## src/rtl/dmem_access_ctrl.sv

```systemverilog
`default_nettype none
// ============================================================================
//  Module   : dmem_access_ctrl
//  Purpose  : MEM-stage sequencer that turns a single-cycle load/store
//             (MemRead/MemWrite) into a req/gnt + rvalid handshake with a
//             variable-latency data memory, stalling the pipeline until the
//             access completes and flagging misaligned/illegal accesses and
//             timeouts.
//
//  Ports
//    clk            in   rising-edge clock
//    reset          in   synchronous active-low reset
//    mem_read_i     in   MemRead of the instruction in MEM
//    mem_write_i    in   MemWrite of the instruction in MEM
//    funct3_i       in   access size (000 b, 001 h, 010 w, 100 bu, 101 hu)
//    addr_i         in   byte address from the ALU
//    wdata_i        in   store data
//    dmem_req_o     out  request valid to memory
//    dmem_we_o      out  1 = write
//    dmem_addr_o    out  registered address
//    dmem_wdata_o   out  registered store data
//    dmem_funct3_o  out  registered access size
//    dmem_gnt_i     in   memory accepts the request this cycle
//    dmem_rvalid_i  in   response valid (read data or write ack)
//    dmem_rdata_i   in   read data (already extended by memory)
//    stall_o        out  freeze PC, IF/ID, ID/EX, EX/MEM
//    rdata_o        out  load result, held until the next load completes
//    done_o         out  one-cycle pulse, access finished
//    err_o          out  one-cycle pulse, misaligned / illegal / timeout
//
//  Revision : 1.0  initial release
// ============================================================================
module dmem_access_ctrl #(
    parameter int ADDR_W  = 9,
    parameter int DATA_W  = 32,
    parameter int TIMEOUT = 15
) (
    input  logic              clk,
    input  logic              reset,
    input  logic              mem_read_i,
    input  logic              mem_write_i,
    input  logic [2:0]        funct3_i,
    input  logic [ADDR_W-1:0] addr_i,
    input  logic [DATA_W-1:0] wdata_i,
    output logic              dmem_req_o,
    output logic              dmem_we_o,
    output logic [ADDR_W-1:0] dmem_addr_o,
    output logic [DATA_W-1:0] dmem_wdata_o,
    output logic [2:0]        dmem_funct3_o,
    input  logic              dmem_gnt_i,
    input  logic              dmem_rvalid_i,
    input  logic [DATA_W-1:0] dmem_rdata_i,
    output logic              stall_o,
    output logic [DATA_W-1:0] rdata_o,
    output logic              done_o,
    output logic              err_o
);

    // TIMEOUT is limited to 1..255, so an 8-bit counter always suffices.
    localparam logic [7:0] c_timeout = 8'(TIMEOUT);

    typedef enum logic [2:0] {
        S_IDLE = 3'd0,
        S_REQ  = 3'd1,
        S_WAIT = 3'd2,
        S_DONE = 3'd3,
        S_ERR  = 3'd4
    } state_t;

    state_t              state_q,  state_d;
    logic [7:0]          cnt_q,    cnt_d;
    logic [ADDR_W-1:0]   addr_q,   addr_d;
    logic [DATA_W-1:0]   wdata_q,  wdata_d;
    logic [2:0]          funct3_q, funct3_d;
    logic                we_q,     we_d;
    logic [DATA_W-1:0]   rdata_q,  rdata_d;

    logic                access_req;
    logic                access_legal;
    logic                timed_out;

    assign access_req = mem_read_i | mem_write_i;
    assign timed_out  = (cnt_q == c_timeout);

    // ------------------------------------------------------------------
    // Legality check: size encoding and natural alignment. A simultaneous
    // read and write has no meaning and is rejected as well.
    // ------------------------------------------------------------------
    always_comb begin
        access_legal = 1'b0;
        case (funct3_i)
            3'b000, 3'b100: access_legal = 1'b1;
            3'b001, 3'b101: access_legal = ~addr_i[0];
            3'b010:         access_legal = (addr_i[1:0] == 2'b00);
            default:        access_legal = 1'b0;
        endcase
        if (mem_read_i && mem_write_i) begin
            access_legal = 1'b0;
        end
    end

    // ------------------------------------------------------------------
    // Next-state logic and stall generation
    // ------------------------------------------------------------------
    always_comb begin
        state_d  = state_q;
        cnt_d    = cnt_q;
        addr_d   = addr_q;
        wdata_d  = wdata_q;
        funct3_d = funct3_q;
        we_d     = we_q;
        rdata_d  = rdata_q;
        stall_o  = 1'b0;

        case (state_q)
            S_IDLE: begin
                // Stall must rise in the same cycle the access is seen so
                // EX/MEM holds the instruction while it is serviced.
                if (access_req) begin
                    stall_o = 1'b1;
                    if (access_legal) begin
                        addr_d   = addr_i;
                        wdata_d  = wdata_i;
                        funct3_d = funct3_i;
                        we_d     = mem_write_i;
                        cnt_d    = 8'd0;
                        state_d  = S_REQ;
                    end else begin
                        state_d  = S_ERR;
                    end
                end
            end

            S_REQ: begin
                stall_o = 1'b1;
                cnt_d   = cnt_q + 8'd1;
                // A response coincident with the grant is accepted directly;
                // any response arriving before the grant is not ours.
                if (dmem_gnt_i && dmem_rvalid_i) begin
                    if (!we_q) begin
                        rdata_d = dmem_rdata_i;
                    end
                    state_d = S_DONE;
                end else if (timed_out) begin
                    state_d = S_ERR;
                end else if (dmem_gnt_i) begin
                    state_d = S_WAIT;
                end
            end

            S_WAIT: begin
                stall_o = 1'b1;
                cnt_d   = cnt_q + 8'd1;
                if (dmem_rvalid_i) begin
                    if (!we_q) begin
                        rdata_d = dmem_rdata_i;
                    end
                    state_d = S_DONE;
                end else if (timed_out) begin
                    state_d = S_ERR;
                end
            end

            // The pipeline advances during DONE/ERR, so the mem_* inputs
            // still describe the finished instruction and must be ignored.
            S_DONE:  state_d = S_IDLE;
            S_ERR:   state_d = S_IDLE;
            default: state_d = S_IDLE;
        endcase
    end

    // ------------------------------------------------------------------
    // State and datapath registers
    // ------------------------------------------------------------------
    always_ff @(posedge clk) begin
        if (!reset) begin
            state_q  <= S_IDLE;
            cnt_q    <= 8'd0;
            addr_q   <= '0;
            wdata_q  <= '0;
            funct3_q <= 3'b000;
            we_q     <= 1'b0;
            rdata_q  <= '0;
        end else begin
            state_q  <= state_d;
            cnt_q    <= cnt_d;
            addr_q   <= addr_d;
            wdata_q  <= wdata_d;
            funct3_q <= funct3_d;
            we_q     <= we_d;
            rdata_q  <= rdata_d;
        end
    end

    // ------------------------------------------------------------------
    // Outputs
    // ------------------------------------------------------------------
    assign dmem_req_o    = (state_q == S_REQ);
    assign dmem_we_o     = we_q;
    assign dmem_addr_o   = addr_q;
    assign dmem_wdata_o  = wdata_q;
    assign dmem_funct3_o = funct3_q;
    assign rdata_o       = rdata_q;
    assign done_o        = (state_q == S_DONE);
    assign err_o         = (state_q == S_ERR);

endmodule
`default_nettype wire

```

## config.mk

```make
export PLATFORM = sky130hd
export DESIGN_NAME = dmem_access_ctrl
export DESIGN_NICKNAME = d
export VERILOG_FILES = /design/src/rtl/dmem_access_ctrl.sv
export SDC_FILE = /design/constraint.sdc
export NUM_CORES = 1
export LEC_CHECK = 0
export ABC_AREA = 1
export ABC_CLOCK_PERIOD_IN_PS = 2700
export BUFFER_PORTS_ARGS = -buffer_cell sky130_fd_sc_hd__buf_4
export CORE_UTILIZATION = 40
export CTS_BUF_LIST = sky130_fd_sc_hd__clkbuf_8
export DETAILED_ROUTE_END_ITERATION = 8
export PLACE_DENSITY = 0.7
export SLEW_MARGIN = 5
export SYNTH_ARGS = -nofsm -noshare
export SYNTH_HDL_FRONTEND = slang
export SYNTH_SLANG_ARGS = --single-unit
```

## constraint.sdc

```tcl
create_clock -name clk -period 2.7 [get_ports clk]
set_input_delay 0.135 -clock clk [delete_from_list [all_inputs] [get_ports clk]]
set_output_delay 0.135 -clock clk [all_outputs]
set_load 0.03 [all_outputs]
```

# --- Word-level counts from Yosys, hierarchy flattened ---
# Cells that the tools add are included.
totals:
  ff_bits: 88
  inputBits: 82
  out_inout_bits: 81
  elab_cells: 58
classes:
  addsub: 1
  eq_ne: 15
  mux: 19
  bitwise: 2
  n_reduce_logical: 14
ops:
  columns: ["op", "n"]
  rows:
  - ["32-bit 2-to-1 mux", 3]
  - ["32-bit case mux with 2 select lines", 1]
  - ["3-bit 2-to-1 mux", 7]
  - ["8-bit 2-to-1 mux", 2]
  - ["8-bit case mux with 2 select lines", 1]
  - ["3-bit AND reduction", 4]
  - ["3-bit by 2-bit == test with 1-bit output (second input constant)", 3]
  - ["3-bit == test (second input constant)", 3]
  - ["3-bit case mux with 3 select lines", 1]
  - ["8-bit by 1-bit adder with 8-bit output (second input constant)", 1]
  - ["8-bit by 4-bit == test with 1-bit output (second input constant)", 1]
  - ["3-bit by 1-bit == test with 1-bit output (second input constant)", 2]
  - ["3-bit logical NOT", 2]
  - ["2-bit inequality test (second input constant)", 3]
  - ["2-bit OR reduction", 3]
  - ["4-bit by 1-bit inequality test with 1-bit output (second input constant)", 1]
  - ["2-bit nonzero test", 2]
  - ["3-bit inequality test (second input constant)", 1]
  - ["1-bit case mux with 3 select lines", 1]
  - ["1-bit logical AND", 2]
  - ["2-bit logical NOT", 1]
  - ["1-bit 2-to-1 mux", 2]
  - ["2-bit by 1-bit inequality test with 1-bit output (second input constant)", 1]
  - ["1-bit case mux with 2 select lines", 1]
  - ["other kinds (2)", 2]

# --- Longest topological paths before layout ---
# Gate-level depths: netlist (run 1).
depth:
  depth_word: 7
  depth_mapped: 9
  ltp_nobuf: 9

# --- Least setup slack after synthesis (run 1) ---
# No wires, ideal clock.
synth_path:
  kind: "register to register"
  start: "register state_q[0]"
  end: "register cnt_q[0]"
  setup_ps: 113
  t_arrival_ps: 1560
  t_required_ps: 2587
  slack_ps: 1027
  stages_incl_launch_ff: 7
  n_path_buf: 0
  period_less_slack_ps: 1673
  cell_sequence: "dfxtp_1 > nor2_4 > nand2_2 > o21ai_0 > nand3_1 > nand2_1 > nor2_1"
synth_via:
  elab_chain_len: 4
  word_cells_on_any_way: 9
  classes_between: "eq/ne: 4; mux: 1; reduce/logical: 4"
synth_rtl:
  columns: ["item", "line", "text"]
  rows:
  - ["start, declared", "70", "state_t state_q, state_d;"]
  - ["start signal, assigned", "185", "state_q <= state_d;"]
  - ["3-bit by 1-bit == test with 1-bit output / 3-bit by 2-bit == test with 1-bit output (equally long branches)", "115", "case (state_q)"]
  - ["2-bit OR reduction (no line)", null, null]
  - ["2-bit nonzero test (no line)", null, null]
  - ["3-bit AND reduction (no line)", null, null]
  - ["end signal, assigned", "186", "cnt_q <= cnt_d;"]
  - ["end, declared", "71", "logic [7:0] cnt_q, cnt_d;"]
# Several ways; a longest one is shown, not always the timed one.
# A chain may end at the register's enable or synchronous reset.

# --- Worst setup path in the final report (run 1) ---
layout_path:
  start: "register state_q[0]"
  end: "register wdata_q[5], in the netlist dmem_wdata_o[5]"
layout_via:
  elab_chain_len: 2
layout_rtl:
  columns: ["item", "line", "text"]
  rows:
  - ["3-bit logical NOT", "115", null]
  - ["3-bit AND reduction (no line)", null, null]
  - ["end signal, assigned", "188", "wdata_q <= wdata_d;"]
  - ["end, declared", "73", "logic [DATA_W-1:0] wdata_q, wdata_d;"]
# Every way passes these cells.

==> results of run 1 <==
==> per-stage QoR <==
stage	hold slack, ns	instances	worst slack, ns
after floorplan	0.2972	454	1.027
after global placement	0.3983	698	0.8333
after detailed placement	0.4052	698	0.7171
after CTS	0.02562	713	0.7028
after global routing	0.02625	713	0.5156
final	0.04268	713	0.7257
==> report_power, final <==
part	leakage, nW	total, W	internal, W	switching (W)
Sequential	0.718	0.00153	0.00144	0.0000813
Clock	0.0962	0.000910	0.000448	0.000462
Combinational	1.37	0.000997	0.000374	0.000624
==> cell families (layout without fill, tap and decap cells) <==
logic type | Yosys count | count (layout) | share of synthesized area
AO/OA/AOI/OAI | 167 | 167 | 0.2385
buffers and inverters | 116 | 270 | 0.1468
flip-flops | 88 | 88 | 0.4968
AND/OR/NAND/NOR | 82 | 82 | 0.1143
adder cells (fa/ha/maj) | 1 | 1 | 0.003528
==> layer usage <==
metal,vias up,track usage
met3,13,0.04660
met5,-,0
li1,1766,-
met1,1478,0.2223
met4,0,0.09328
met2,100,0.3280
==> final cells by class <==
class,instances,area share
Inverter,91,0.06918
Sequential cell,88,0.3568
Clock buffer,10,0.02788
Tap cell,105,0.02661
Timing Repair Buffer,164,0.2519
Clock inverter,5,0.01166
Multi-Input combinational cell,250,0.2560
==> worst reg2reg max path: cells and delay by family, from the launching register on <==
| family | cells | cell delay, ns |
|---|---|---|
| AOI/OAI and AO/OA | 2 | 0.29 |
| buffers and inverters | 1 | 0.42 |
| DFF | 1 | 0.36 |
| and+or+nand+nor | 4 | 0.80 |
==> worst paths after layout <==
kind,end,start
min,rdata_o[19],dmem_rdata_i[19]
max,dmem_wdata_o[5],state_q[0]
min reg2reg,rdata_o[10],rdata_o[10]
max reg2reg,dmem_wdata_o[5],state_q[0]
==> Yosys cell counts (2+ instances only) <==
master,number,area (um^2)
dfxtp_1,88,1762
nand3_1,24,120.1
o21ai_0,50,250.2
nor2_2,2,12.51
nand2_2,3,18.77
or2_2,2,12.51
buf_2,2,10.01
inv_2,3,11.26
o21ai_1,27,135.1
a21oi_1,87,435.4
nor2_1,15,56.30
nand2_1,25,93.84
nand4_1,5,31.28
buf_6,11,123.9
nor3_1,2,10.01
inv_1,88,330.3
o21ai_2,2,17.52
clkbuf_1,11,41.29
==> state kept, by name, summed over array words and instances (netlist names) <==
signal / flops
dmem_wdata_o: 32
cnt_q: 8
dmem_funct3_o: 3
state_q: 3
dmem_we_o: 1
dmem_addr_o: 9
rdata_o: 32
==> impl_metrics.py, run 1 <==
metrics = {
    "run_status": {
        "status": "complete, no violations",
    },
    "power_and_ir_drop": {
        "power.density_nw_per_um2": 695.2,
        "ir_drop_v": 0.0004280,
        "finalPower_w": 0.003432,
        "leakagePower_nw": 2.182,
    },
    "clock_network": {
        "clkLatencyLatePin_ns": 0.35,
        "cts_tree": "done",
        "root_buffer": "clkbuf_8",
        "cts_setup_buffers": 0,
        "clk_pin_slew_worst_paths_ns": 0.09,
        "post_cts_resized": 0,
        "cts_buffer_depth": 2,
        "cts.sinks": 88,
        "cts_buffers": 9,
        "ctsHoldBuffers": 0,
        "htree_levels": 3,
    },
    "worst_setup_path": {
        "crit_buf_inv": 1,
        "cp.required_ns": 2.94,
        "ff2ff_path_depth": 7,
        "worst_path_largest_cell_delay_ns": 0.48,
        "cp-end-kind": "flop",
        "cp_data_arrival_time_ns": 2.22,
        "slowest_stage": "nand3_2",
        "crit_family": "simple AND/OR/NAND/NOR gates",
        "critPathKind": "reg -> reg",
        "path_max_fanout": 32,
        "crit_cells": 7,
        "crit_path_start_kind": "flop",
        "reg2reg_slack_ns": 0.73,
        "crit_chain": "nor2_4 -> nand2_2 -> nor2_2 -> nand3_2 -> buf_4 -> o21ai_0 -> a21oi_1",
    },
    "detailed_routing": {
        "ant_nets": 0,
        "wire_per_inst_um": 12.65,
        "met2_length_mm": 4.512,
        "wl_met1_mm": 3.784,
        "vias": 3357,
        "totalWireLength_mm": 9.017,
        "route.met3.wl_um": 548,
        "drt_iter0_drc": 86,
        "first_pass_iters": 4,
        "detail_route.vias_per_cell": 4.708,
        "top_layer": "met4",
        "drc": 0,
    },
    "sta": {
        "final-hold-violation-count": 0,
        "max_freq_mhz": 506.5,
        "worst_pin_slew_ns": 0.6819,
        "relSlewSlack": 0.5454,
        "rsz0062_at_grt": "no",
        "maxSlewViolCount": 0,
        "fin_skew_ns": 0.007096,
        "fin_setup_tns_ns": 0,
        "timing.final.crit_period_ns": 1.974,
        "setup_viol": 0,
        "finalCritPeriodShare": 0.7312,
    },
    "placement": {
        "dpl.hpwl_mm": 6.505,
        "port_buffers": 162,
        "gp_congestion": 0.8629,
        "post_dp_cell_area_um2": 4742,
    },
    "cells_and_area": {
        "num_antenna_cells": 0,
        "area_growth_pct": 39.24,
        "fin_util": 0.5890,
        "nNetsFinal": 687,
        "drive_gt1_frac": 0.3191,
        "final_common_cell": "buf_4",
        "seqCellArea_um2": 1762,
        "fin_area_um2": 4937,
        "num-fill-cells": 802,
        "multi_input_area_um2": 1264,
        "layout_common_cells": "buf_4, inv_1, dfxtp_1",
    },
    "global_routing": {
        "antenna_found_initial": 0,
        "grt_overflow": 0,
        "grt_start_max_net_pins": 79,
        "first_global_vias": 2851,
        "grt_use_total": 0.1915,
        "grt_pass1_wl_mm": 13.53,
    },
    "logic_synthesis": {
        "ys_types": 25,
        "synth_edf_count": 0,
        "yosysSeqAreaShare": 0.4968,
        "synthFlopType": "dfxtp_1",
        "async_reset_ff_frac": 0,
        "syn_area_um2": 3546,
        "ys_ff_latch": 88,
        "yosysWarnings": 0,
        "syn-instance-count": 454,
        "synthesis.nets": 537,
        "avgSynthCellArea_um2": 7.810,
    },
    "die": {
        "num_rows": 33,
        "core_um2": 8382,
        "initial_core_util": 0.4230,
        "die_w_um": 96.15,
        "die_area_um2": 9245,
        "pin_count": 163,
        "die_y_um": 96.15,
    },
    "min_path": {
        "hp-class": "in -> reg",
        "min_path_cells": 3,
    },
    "run": {
        "maxCapViolations": 0,
    },
}
Power figures use the tool's default switching activity.
==> run 2: changes to the inputs <==
--- a/config.mk
+++ b/config.mk
@@ -6,12 +6,12 @@
 export NUM_CORES = 1
 export LEC_CHECK = 0
 export ABC_AREA = 1
-export ABC_CLOCK_PERIOD_IN_PS = 2700
+export ABC_CLOCK_PERIOD_IN_PS = 1600
 export BUFFER_PORTS_ARGS = -buffer_cell sky130_fd_sc_hd__buf_4
 export CORE_UTILIZATION = 40
 export CTS_BUF_LIST = sky130_fd_sc_hd__clkbuf_8
 export DETAILED_ROUTE_END_ITERATION = 8
-export PLACE_DENSITY = 0.7
+export PLACE_DENSITY = 0.73
 export SLEW_MARGIN = 5
 export SYNTH_ARGS = -nofsm -noshare
 export SYNTH_HDL_FRONTEND = slang
==> constraint.sdc (replaced) <==
create_clock -name clk -period 1.6 [get_ports clk]
set_input_delay 0.08 -clock clk [delete_from_list [all_inputs] [get_ports clk]]
set_output_delay 0.08 -clock clk [all_outputs]
set_load 0.03 [all_outputs]
==> run 2 against run 1 <==
Count of clock-buffer cells in the layout is 1 lower. Non-clock buffer count rose by 36. Global-route usage up 0.83 points. Sequential share of layout area down 2.4 points. Worst hold slack got worse by 0.031 ns. Sequential cell count unchanged. Utilization is 4.4 points higher. Cell count increased by 5.2%. Via count rose by 5.3%. Design area is 7.5% higher. Critical endpoint is now stall_o.
==> impl_metrics.py, run 2 (same netlist as run 1, synthesis figures left out) <==
metrics = {
    "placement": {
        "port_buffers": 162,
        "gp_congestion": 0.9052,
        "dpl.hpwl_mm": 6.678,
        "post_dp_cell_area_um2": 4820,
        "dp_slack_ns": 0.1341,
        "dp.cells": 705,
    },
    "cells_and_area": {
        "final_common_cell": "buf_4",
        "layout_common_cells": "buf_4, inv_1, a21oi_1, dfxtp_1, o21ai_0",
        "stdcell_count": 750,
        "num-fill-cells": 719,
        "nNetsFinal": 723,
        "drive_gt1_frac": 0.3194,
        "fin_area_um2": 5308,
        "num_antenna_cells": 0,
        "area_growth_pct": 49.68,
    },
    "die": {
        "num_rows": 33,
        "die_area_um2": 9245,
        "die_w_um": 96.15,
        "core_um2": 8382,
        "initial_core_util": 0.4230,
        "die_y_um": 96.15,
        "pin_count": 163,
    },
    "worst_setup_path": {
        "path_max_fanout": 9,
        "cp_data_arrival_time_ns": 1.46,
        "ff2ff_path_depth": 7,
        "worstReg2RegEnd": "state_q[0]",
        "cp.required_ns": 1.52,
        "critPathKind": "reg -> out",
        "cp-end-kind": "output pin",
        "reg2reg_slack_ns": 0.14,
        "r2r_start": "cnt_q[1]",
        "crit_path_start_kind": "flop",
    },
    "sta": {
        "setup_viol": 0,
        "fin_skew_ns": 0.01667,
        "maxSlewViolCount": 0,
        "hold_ws_ns": 0.01164,
        "fin_setup_tns_ns": 0,
        "relSlewSlack": 0.6949,
        "worst_pin_slew_ns": 0.4576,
        "rsz0062_at_grt": "yes",
        "max_freq_mhz": 649.4,
        "layout_setup_ws_ns": 0.06019,
        "timing.final.crit_period_ns": 1.540,
        "finalCritPeriodShare": 0.9624,
        "final-hold-violation-count": 0,
    },
    "detailed_routing": {
        "first_pass_iters": 4,
        "totalWireLength_mm": 9.497,
        "vias": 3536,
        "route.met3.wl_um": 554,
        "top_layer": "met4",
        "wire_per_inst_um": 12.66,
        "ant_nets": 0,
        "drt_iter0_drc": 114,
        "met2_length_mm": 4.775,
        "detail_route.vias_per_cell": 4.715,
        "wl_met1_mm": 4.003,
        "drc": 0,
    },
    "clock_network": {
        "cts_tree": "done",
        "htree_levels": 3,
        "cts_buffer_depth": 2,
        "root_buffer": "clkbuf_8",
        "cts_setup_buffers": 0,
        "clkLatencyLatePin_ns": 0.35,
        "cts.sinks": 88,
        "cts_buffers": 9,
        "clk_pin_slew_worst_paths_ns": 0.08,
    },
    "global_routing": {
        "grt_overflow": 0,
        "antenna_found_initial": 0,
        "grt_start_max_net_pins": 83,
        "grt_use_total": 0.1998,
        "grt_pass1_wl_mm": 14.33,
        "first_global_vias": 3062,
    },
    "min_path": {
        "holdPathEnd": "rdata_o[5]",
        "worstHoldStart": "dmem_rdata_i[5]",
        "min_path_cells": 3,
        "hp-class": "in -> reg",
    },
    "run_status": {
        "status": "complete, no violations",
    },
    "run": {
        "maxCapViolations": 0,
    },
    "power_and_ir_drop": {
        "leakagePower_nw": 2.341,
        "power.density_nw_per_um2": 1087,
        "ir_drop_v": 0.0005750,
    },
}
==> run 2: cell types whose count changed in the layout (fill, tap and decap cells not counted), moves of 2 or more <==
cell / change
buf_12: +2
buf_4: +3
buf_6: +2
dfxtp_1: -2
dlygate4sd3_1: +29
==> run 2: per-stage QoR <==
step | total power (W) | util
2_1_floorplan | 0.003694 | -
3_3_place_gp | 0.004328 | 0.5750
3_5_place_dp | 0.004367 | 0.5750
4_1_cts | 0.005794 | 0.6277
5_1_grt | 0.006089 | 0.6332
6_report | 0.005770 | 0.6332
==> run 2: power breakdown <==
group / leakage [nW] / switching, W / internal (W)
registers: 0.719 / 0.000140 / 0.00244
clock network: 0.0830 / 0.000803 / 0.000564
logic: 1.54 / 0.00109 / 0.000735
total: 2.34 / 0.00203 / 0.00374
==> run 2: how the worst max path moves through the flow <==
stage / startpoint / endpoint / slack (ns) / cells after the start
6_report: state_q[0] / stall_o / 0.06 / 8
5_1_grt: state_q[0] / stall_o / -0.03 / 8
3_5_place_dp: state_q[0] / rdata_o[3] / 0.13 / 7
4_1_cts: state_q[0] / stall_o / 0.00006 / 8
2_1_floorplan: state_q[0] / cnt_q[0] / 0.1 / 9
3_3_place_gp: state_q[0] / rdata_o[31] / 0.19 / 8
==> run 2: layout make-up <==
type                       count  area (um^2)  area share
clock buffer                   9        123.9     0.02334
clock inverter                 7        48.80    0.009194
inverter                      91        341.6     0.06436
multi-input combinational    250         1276      0.2405
sequential                    88         1767      0.3329
tap                          105        131.4     0.02475
timing repair buffer         200         1619      0.3050
==> run 2: metal layers <==
metal,global-route usage,vias up
li1,-,1847
met1,0.2313,1564
met2,0.3517,111
met3,0.05134,14
met4,0.07463,0
met5,0,-
==> run 2: timing repair <==
item,CTS,global route
hold buffers,26,3
endpoints found under the hold margin,26,3
setup endpoints to repair,1,3
pin swaps,0,1
gates resized for setup,3,5
==> run 2: worst max-delay path, stage by stage (launching register included) <==
cell and delay [ns]:
dfxtp_4 0.37, inv_2 0.05, nor2_4 0.11, nand2_2 0.08, nand2_4 0.08, buf_6 0.14, inv_2 0.05, o21ai_2 0.08
buf_6 0.16
==> run 3: changes to the inputs <==
--- a/config.mk
+++ b/config.mk
@@ -6,12 +6,13 @@
 export NUM_CORES = 1
 export LEC_CHECK = 0
 export ABC_AREA = 1
-export ABC_CLOCK_PERIOD_IN_PS = 1600
+export ABC_CLOCK_PERIOD_IN_PS = 1800
 export BUFFER_PORTS_ARGS = -buffer_cell sky130_fd_sc_hd__buf_4
+export CORE_ASPECT_RATIO = 1.5
 export CORE_UTILIZATION = 40
 export CTS_BUF_LIST = sky130_fd_sc_hd__clkbuf_8
 export DETAILED_ROUTE_END_ITERATION = 8
-export PLACE_DENSITY = 0.73
+export PLACE_DENSITY = 0.7
 export SLEW_MARGIN = 5
 export SYNTH_ARGS = -nofsm -noshare
 export SYNTH_HDL_FRONTEND = slang
==> constraint.sdc (replaced) <==
create_clock -name clk -period 1.8 [get_ports clk]
set_input_delay 0.09 -clock clk [delete_from_list [all_inputs] [get_ports clk]]
set_output_delay 0.09 -clock clk [all_outputs]
set_load 0.03 [all_outputs]
==> run 3 against run 2 <==
Utilization decreased by 2.1 points. Critical path type unchanged. Worst hold slack got worse by 0.0024 ns. Critical endpoint unchanged. Count of clock-buffer cells in the layout increased by 1. Via count decreased by 0.65%. Sequential cell count unchanged. Largest cell class unchanged.
==> impl_metrics.py, run 3 (same netlist as run 1, synthesis figures left out) <==
metrics = {
    "cells_and_area": {
        "area_growth_pct": 47.14,
        "seqCellArea_um2": 1763,
        "final_common_cell": "buf_4",
        "nNetsFinal": 713,
        "num-fill-cells": 748,
        "stdcell_count": 741,
        "num_antenna_cells": 0,
        "layout_common_cells": "buf_4, inv_1, a21oi_1, dfxtp_1, o21ai_0",
        "fin_area_um2": 5218,
        "drive_gt1_frac": 0.3139,
        "multi_input_area_um2": 1264,
    },
    "global_routing": {
        "grt_overflow": 0,
        "grt_pass1_wl_mm": 15.07,
        "antenna_found_initial": 0,
        "grt_start_max_net_pins": 54,
        "first_global_vias": 3317,
        "grt_use_total": 0.2070,
    },
    "min_path": {
        "hp-class": "in -> reg",
    },
    "die": {
        "die_area_um2": 9253,
        "die_w_um": 78.88,
        "core_um2": 8516,
        "num_rows": 41,
        "die_y_um": 117.3,
        "initial_core_util": 0.4164,
        "pin_count": 163,
    },
    "detailed_routing": {
        "vias": 3513,
        "first_pass_iters": 4,
        "totalWireLength_mm": 9.317,
        "wire_per_inst_um": 12.57,
        "detail_route.vias_per_cell": 4.741,
        "ant_nets": 0,
        "drc": 0,
        "drt_iter0_drc": 186,
    },
    "clock_network": {
        "htree_levels": 3,
        "clkLatencyLatePin_ns": 0.36,
        "cts_tree": "done",
        "cts_buffers": 9,
        "cts_buffer_depth": 2,
        "clk_pin_slew_worst_paths_ns": 0.09,
        "cts.sinks": 88,
        "root_buffer": "clkbuf_8",
    },
    "run": {
        "maxCapViolations": 0,
    },
    "sta": {
        "fin_skew_ns": 0.01214,
        "rsz0062_at_grt": "no",
        "setup_viol": 0,
        "max_freq_mhz": 605.1,
        "layout_setup_ws_ns": 0.1475,
        "timing.final.crit_period_ns": 1.652,
        "finalCritPeriodShare": 0.9180,
        "worst_pin_slew_ns": 0.4568,
        "fin_setup_tns_ns": 0,
        "relSlewSlack": 0.6955,
        "maxSlewViolCount": 0,
        "final-hold-violation-count": 0,
    },
    "power_and_ir_drop": {
        "clkPwrFrac": 0.262,
        "leakagePower_nw": 2.306,
        "p_sw_w": 0.001765,
        "finalPower_w": 0.005211,
        "swShare": 0.3386,
        "combPwrFrac": 0.298,
        "ir_drop_v": 0.0006826,
        "power.density_nw_per_um2": 998.8,
        "internal_power_w": 0.003447,
        "p_seq_frac": 0.439,
    },
    "worst_setup_path": {
        "critPathKind": "reg -> out",
        "cp.required_ns": 1.71,
        "cp-end-kind": "output pin",
        "cp_data_arrival_time_ns": 1.56,
        "path_max_fanout": 10,
        "crit_path_start_kind": "flop",
    },
    "placement": {
        "dp.cells": 703,
        "dp_slack_ns": 0.2018,
        "post_dp_cell_area_um2": 4792,
        "dpl.hpwl_mm": 6.611,
        "gp_congestion": 0.8591,
        "port_buffers": 162,
    },
    "run_status": {
        "status": "complete, no violations",
    },
}
-- run 3: cell count changes in the layout (fill, tap and decap cells not counted), moves of 2 or more --
cell,previous run,this run
clkinvlp_4,3,1
buf_6,2,0
buf_4,166,164
dlygate4sd3_1,29,23
-- run 3: worst max-delay path, stage by stage, from the launching register on --
cell     delay, ns
dfxtp_2       0.38
inv_2         0.05
nor2_2        0.11
nand2_2       0.09
nand2_4       0.15
inv_2         0.11
o21ai_1       0.13
buf_4         0.19
-- run 3: final timing paths --
| kind | to | slack [ns] | depth (start not counted) | from |
|---|---|---|---|---|
| max reg2reg | rdata_o[2] | 0.21 | 8 | state_q[0] |
| min | rdata_o[12] | 0.009 | 3 | dmem_rdata_i[12] |
| min reg2reg | dmem_wdata_o[14] | 0.45 | 2 | dmem_wdata_o[14] |
| max | stall_o | 0.15 | 7 | state_q[0] |
-- run 3: area by class of cell --
class | count | share of cell area
Timing Repair Buffer | 190 | 0.2916
Inverter | 91 | 0.06547
Tap cell | 107 | 0.02566
Multi-Input combinational cell | 250 | 0.2422
Clock buffer | 10 | 0.02638
Clock inverter | 5 | 0.01079
Sequential cell | 88 | 0.3379
-- run 3: per-layer routing --
layer,track usage,part of all wire,vias to the layer above
met5,0,0,-
met4,0.09545,0.029,0
met3,0.06381,0.076,20
met2,0.3549,0.51,139
met1,0.2291,0.38,1536
li1,-,-,1818
-- run 3: power groups by stage --
stage | Sequential (W) | Combinational (W) | Clock (W)
6_report | 0.00229 | 0.00156 | 0.00137
5_1_grt | 0.00232 | 0.00168 | 0.00149
4_1_cts | 0.00229 | 0.00156 | 0.00141
3_5_place_dp | 0.00233 | 0.00152 | 0
3_3_place_gp | 0.00232 | 0.00150 | 0
2_1_floorplan | 0.00272 | 0.000558 | 0
-- run 3: repair_timing --
| action | CTS | global route |
|---|---|---|
| hold buffers | 21 | 2 |
| endpoints found under the hold margin | 21 | 2 |
| setup buffers | 0 | 0 |
| resized for setup | 0 | 2 |
| endpoints found under the setup margin | 0 | 1 |
-- run 3: stage by stage --
| step | utilization | hold slack (ns) |
|---|---|---|
| after floorplan | - | 0.2522 |
| after global placement | 0.5627 | 0.3502 |
| after detailed placement | 0.5627 | 0.3618 |
| after CTS | 0.6102 | 0.0006875 |
| after global routing | 0.6127 | 0.004948 |
| final | 0.6127 | 0.009271 |
